## config.mk

```make
export PLATFORM = sky130hd
export DESIGN_NAME = bcd_serial_alu
export DESIGN_NICKNAME = d
export VERILOG_FILES = /design/src/rtl/bcd_serial_alu.sv
export SDC_FILE = /design/constraint.sdc
export NUM_CORES = 1
export LEC_CHECK = 0
export ABC_AREA = 1
export CORE_MARGIN = 5
export CORE_UTILIZATION = 55
export DETAILED_ROUTE_END_ITERATION = 7
export GPL_TIMING_DRIVEN = 0
export PLACE_DENSITY = 0.84
export SLEW_MARGIN = 20
export SYNTH_ARGS = -nofsm -noshare
export SYNTH_HDL_FRONTEND = slang
export SYNTH_SLANG_ARGS = --single-unit
```

## constraint.sdc

```tcl
create_clock -name clk -period 4.3 [get_ports clk]
set_clock_uncertainty 0.05 [all_clocks]
set_input_delay 0.43 -clock clk [delete_from_list [all_inputs] [get_ports clk]]
set_output_delay 0.43 -clock clk [all_outputs]
set_load 0.05 [all_outputs]
```

## src/rtl/bcd_serial_alu.sv

```systemverilog
// bcd_serial_alu: digit-serial packed-BCD add/subtract controller.
//
// One single-digit BCD full adder (binary add, +6 correction, nine's-complement
// inverter on B) is reused across all DIGITS positions, least significant digit
// first. One digit is processed per clock, so a result appears DIGITS cycles
// after the operands are accepted.
//
// Ports:
//   clk, rst_n        clock, asynchronous active-low reset
//   in_valid/in_ready operand handshake (in_ready high only in IDLE)
//   a, b, sub         packed BCD operands (digit 0 in [3:0]); sub=1 -> A-B
//   out_valid/out_ready result handshake
//   result, carry_out packed BCD result; add: decimal carry, sub: 1 = no borrow
//   busy              high while digits are being processed
//   digit_err         (only with BCD_SERIAL_ALU_DIGIT_CHECK_EN) sticky flag for
//                     any operand digit > 9, valid with out_valid
//
// Optional feature macro: BCD_SERIAL_ALU_DIGIT_CHECK_EN
module bcd_serial_alu #(
  parameter int unsigned DIGITS = 4
) (
  input  logic                clk,
  input  logic                rst_n,
  input  logic                in_valid,
  output logic                in_ready,
  input  logic [4*DIGITS-1:0] a,
  input  logic [4*DIGITS-1:0] b,
  input  logic                sub,
  output logic                out_valid,
  input  logic                out_ready,
  output logic [4*DIGITS-1:0] result,
  output logic                carry_out,
  output logic                busy
`ifdef BCD_SERIAL_ALU_DIGIT_CHECK_EN
  ,
  output logic                digit_err
`endif
);

  localparam int unsigned W  = 4 * DIGITS;
  localparam int unsigned CW = (DIGITS > 1) ? $clog2(DIGITS) : 1;

  typedef enum logic [1:0] {StIdle, StRun, StDone} state_e;

  state_e          state_q;
  logic [W-1:0]    a_q, b_q, result_q;
  logic            sub_q, carry_q, carry_out_q;
  logic [CW-1:0]   cnt_q;

  logic [3:0]      a_dig, b_dig, bd, dig;
  logic [4:0]      sum;
  logic            dig_carry, last;
  logic [W-1:0]    result_d;

  // Single-digit BCD full adder on the low digit of the shifting operands.
  always_comb begin
    a_dig     = a_q[3:0];
    b_dig     = b_q[3:0];
    bd        = sub_q ? (4'd9 - b_dig) : b_dig;
    sum       = {1'b0, a_dig} + {1'b0, bd} + {4'd0, carry_q};
    dig_carry = (sum > 5'd9);
    dig       = dig_carry ? (sum[3:0] + 4'd6) : sum[3:0];
    last      = (cnt_q == CW'(DIGITS - 1));
    result_d  = result_q;
    for (int i = 0; i < DIGITS; i++) begin
      if (cnt_q == CW'(i)) result_d[4*i +: 4] = dig;
    end
  end

  always_ff @(posedge clk or negedge rst_n) begin
    if (!rst_n) begin
      state_q     <= StIdle;
      a_q         <= '0;
      b_q         <= '0;
      sub_q       <= 1'b0;
      carry_q     <= 1'b0;
      carry_out_q <= 1'b0;
      result_q    <= '0;
      cnt_q       <= '0;
`ifdef BCD_SERIAL_ALU_DIGIT_CHECK_EN
      digit_err   <= 1'b0;
`endif
    end else begin
      unique case (state_q)
        StIdle: begin
          if (in_valid) begin
            a_q     <= a;
            b_q     <= b;
            sub_q   <= sub;
            carry_q <= sub;  // ten's complement = nine's complement + 1
            cnt_q   <= '0;
            state_q <= StRun;
`ifdef BCD_SERIAL_ALU_DIGIT_CHECK_EN
            digit_err <= 1'b0;
`endif
          end
        end
        StRun: begin
          a_q      <= a_q >> 4;
          b_q      <= b_q >> 4;
          carry_q  <= dig_carry;
          result_q <= result_d;
`ifdef BCD_SERIAL_ALU_DIGIT_CHECK_EN
          if (a_dig > 4'd9 || b_dig > 4'd9) digit_err <= 1'b1;
`endif
          if (last) begin
            carry_out_q <= dig_carry;
            state_q     <= StDone;
          end else begin
            cnt_q <= cnt_q + 1'b1;
          end
        end
        StDone: begin
          if (out_ready) state_q <= StIdle;
        end
        default: state_q <= StIdle;
      endcase
    end
  end

  assign in_ready  = (state_q == StIdle);
  assign busy      = (state_q == StRun);
  assign out_valid = (state_q == StDone);
  assign result    = result_q;
  assign carry_out = carry_out_q;

endmodule

```

==> results.md <==
- Status: completed
- Max Slew Vio Count: 0
- Register area share after synthesis: 48.4%
- Largest net degree at the start of global routing: 56
- Clock Sinks: 55
- Worst-margin pin slew: 0.692 ns
- CTS tree: built
- DR pass1 iterations: 4
- Total congestion overflow: 0
- Synth Register Bits: 55
- Finished Layout Cells: 429
- CP arrival: 2.93 ns
- Hold Crit Class: input port to asynchronous set/reset pin
- Final ANT Viol Nets: 0
- TritonCTS buffer count: 5
- Layout net count: 408
- WL per Instance: 14.4 um
- Final WS setup: 1.52 ns
- Syn Std Cell Area: 2850 um2
- ANT cells: 0
- # IOs: 57
- Worst setup path class: flip-flop to flip-flop
- 1st-iter DRT viols: 178
- Layout cell share with drive strength beyond 1: 12.8%
- Clock buffer depth: 2
- Crit path required time: 4.45 ns
- Tot GR Track Use: 20.4%
- Setup TNS: 0 ns
- Routed WL: 6.16 mm
- Die H: 81.9 um
- Initial cell density of the core: 56.1%
- Worst Setup End Kind: flip-flop
- Placed cell area: 3490 um2
- Syn nets: 345
- Setup bufs post-CTS: 0
- Min cycle time layout: 2.78 ns
- Initial antenna violation count: 0
- CP Max Fanout: 5
- Kind of start point of the critical path: flip-flop
- Slew margin rel.: 53.8%
- Post-Syn Instances: 297
- First-pass GRT wire length: 10.3 mm
- Final hold viol count: 0
- Placeable Area: 5070 um2
- Setup-failing EPs final: 0
- Vias/cell: 5.19
- Chip width: 81.9 um
- Vias: 2226
- Syn avg cell area: 9.58 um2
- Post-Place Setup Slack: 1.59 ns
- # rows: 26
- H-tree level count: 2
- Die area: 6710 um2
- Design area: 3560 um2
- Post-CTS Hold Fix Bufs: 0
- HPWL after DPL: 4.39 mm
- Setup repair after global routing missed its margin: no
- Drt drc: 0
- Fin crit share: 64.7%
- Most frequent cells in the layout: nand2_1, dfrtp_1, clkdlybuf4s50_1
- Most common cell after layout, fill and taps aside: nand2_1
- Distinct cells, synth: 31
- Post-cts sizing count: 0
- P&R area growth vs syn: 25.2%
- Clock root cell: clkbuf_8
- Achievable Freq: 360 MHz
- Clk slew on worst S/H paths: 0.09 ns
- Synth Warn #: 0
- Vias in the first global route: 2188
- Max-cap viol count: 0
- DP Cell Count: 423
- Later-pin clock latency in the skew report: 0.30 ns
- Placer Congestion: 0.891
- I/O Buffers: 56
- # fillers: 417
==> final timing paths <==
path	from	end	slack, ns	cells after the start
max in group asynchronous	rst_n	result[6]$_DFFE_PN0P_	3.63	1
worst max register to register	sub_q$_DFFE_PN0P_	result[15]$_DFFE_PN0P_	1.52	14
worst min-delay path	rst_n	b_q[15]$_DFFE_PN0P_	0.12	1
worst max-delay path	sub_q$_DFFE_PN0P_	result[15]$_DFFE_PN0P_	1.52	14
min in group clk	result[10]$_DFFE_PN0P_	result[10]$_DFFE_PN0P_	0.44	2
worst min register to register	result[10]$_DFFE_PN0P_	result[10]$_DFFE_PN0P_	0.44	2
==> worst max-delay path, stage by stage, from the launching register on <==
cell,delay [ns]
dfrtp_1,0.45
xnor2_1,0.17
fa_1,0.36
inv_1,0.12
fa_1,0.46
inv_1,0.10
ha_1,0.19
nand2_1,0.06
a21boi_1,0.13
nand2_1,0.13
nand2_2,0.10
nand2_1,0.08
nand2_1,0.12
nand2_1,0.10
nand2_1,0.06
==> Yosys cell counts (all sizes together) <==
cell / instances / area share, %
dfrtp: 55 / 48
o21ai: 18 / 3.2
nor2: 7 / 1.9
fa: 2 / 1.4
nand3: 20 / 3.5
xor2: 1 / 0.31
xnor2: 1 / 0.31
nand2: 71 / 9.7
o31ai: 1 / 0.26
buf: 9 / 3.5
a21boi: 1 / 0.26
nor3: 23 / 4.0
ha: 9 / 4.0
inv: 48 / 6.4
o211ai: 1 / 0.26
clkbuf: 2 / 0.26
a21oi: 5 / 1.0
o21a: 3 / 0.79
a221oi: 20 / 11
==> routing by layer <==
layer  vias to the layer above  GRT usage (%)  routed length [um]
met5                         -              0                   0
met1                      1053           27.5                2790
met2                        55           34.0                2980
li1                       1111              -                   -
met3                         7           3.07                 314
met4                         0           5.81                  68
==> registers in the layout, summed over array words and instances, names as in the netlist <==
name,count
a_q,16
b_q,16
result,16
cnt_q,2
state_q,2
carry_out,1
carry_q,1
sub_q,1
==> cells by family after synthesis <==
family | count (synthesis) | share of synthesized area (%)
AOI/OAI and AO/OA | 49 | 16.3
xor gates and xnor gates | 2 | 0.615
adders and majority gates | 11 | 5.36
buffers and inverters | 59 | 10.2
DFF | 55 | 48.4
and+or+nand+nor | 121 | 19.2
==> layout make-up <==
cell class | count | area [um2] | area share, %
Sequential cell | 55 | 1380 | 38.6
Multi-Input combinational cell | 183 | 1180 | 33.1
Timing Repair Buffer | 56 | 558 | 15.7
Inverter | 48 | 183 | 5.12
Buffer | 11 | 106 | 2.98
Tap cell | 70 | 87.6 | 2.46
Clock buffer | 6 | 72.6 | 2.04
==> stage by stage <==
step | hold slack, ns | utilization [%]
after global placement | 0.414 | 68.9
after CTS | 0.142 | 70.2
final | 0.122 | 70.2
after floorplan | 0.0844 | -
after global routing | 0.175 | 70.2
after detailed placement | 0.418 | 68.8
Power is not shown: default switching activity piles up to over one toggle a cycle in this logic, so the estimate is an artifact.
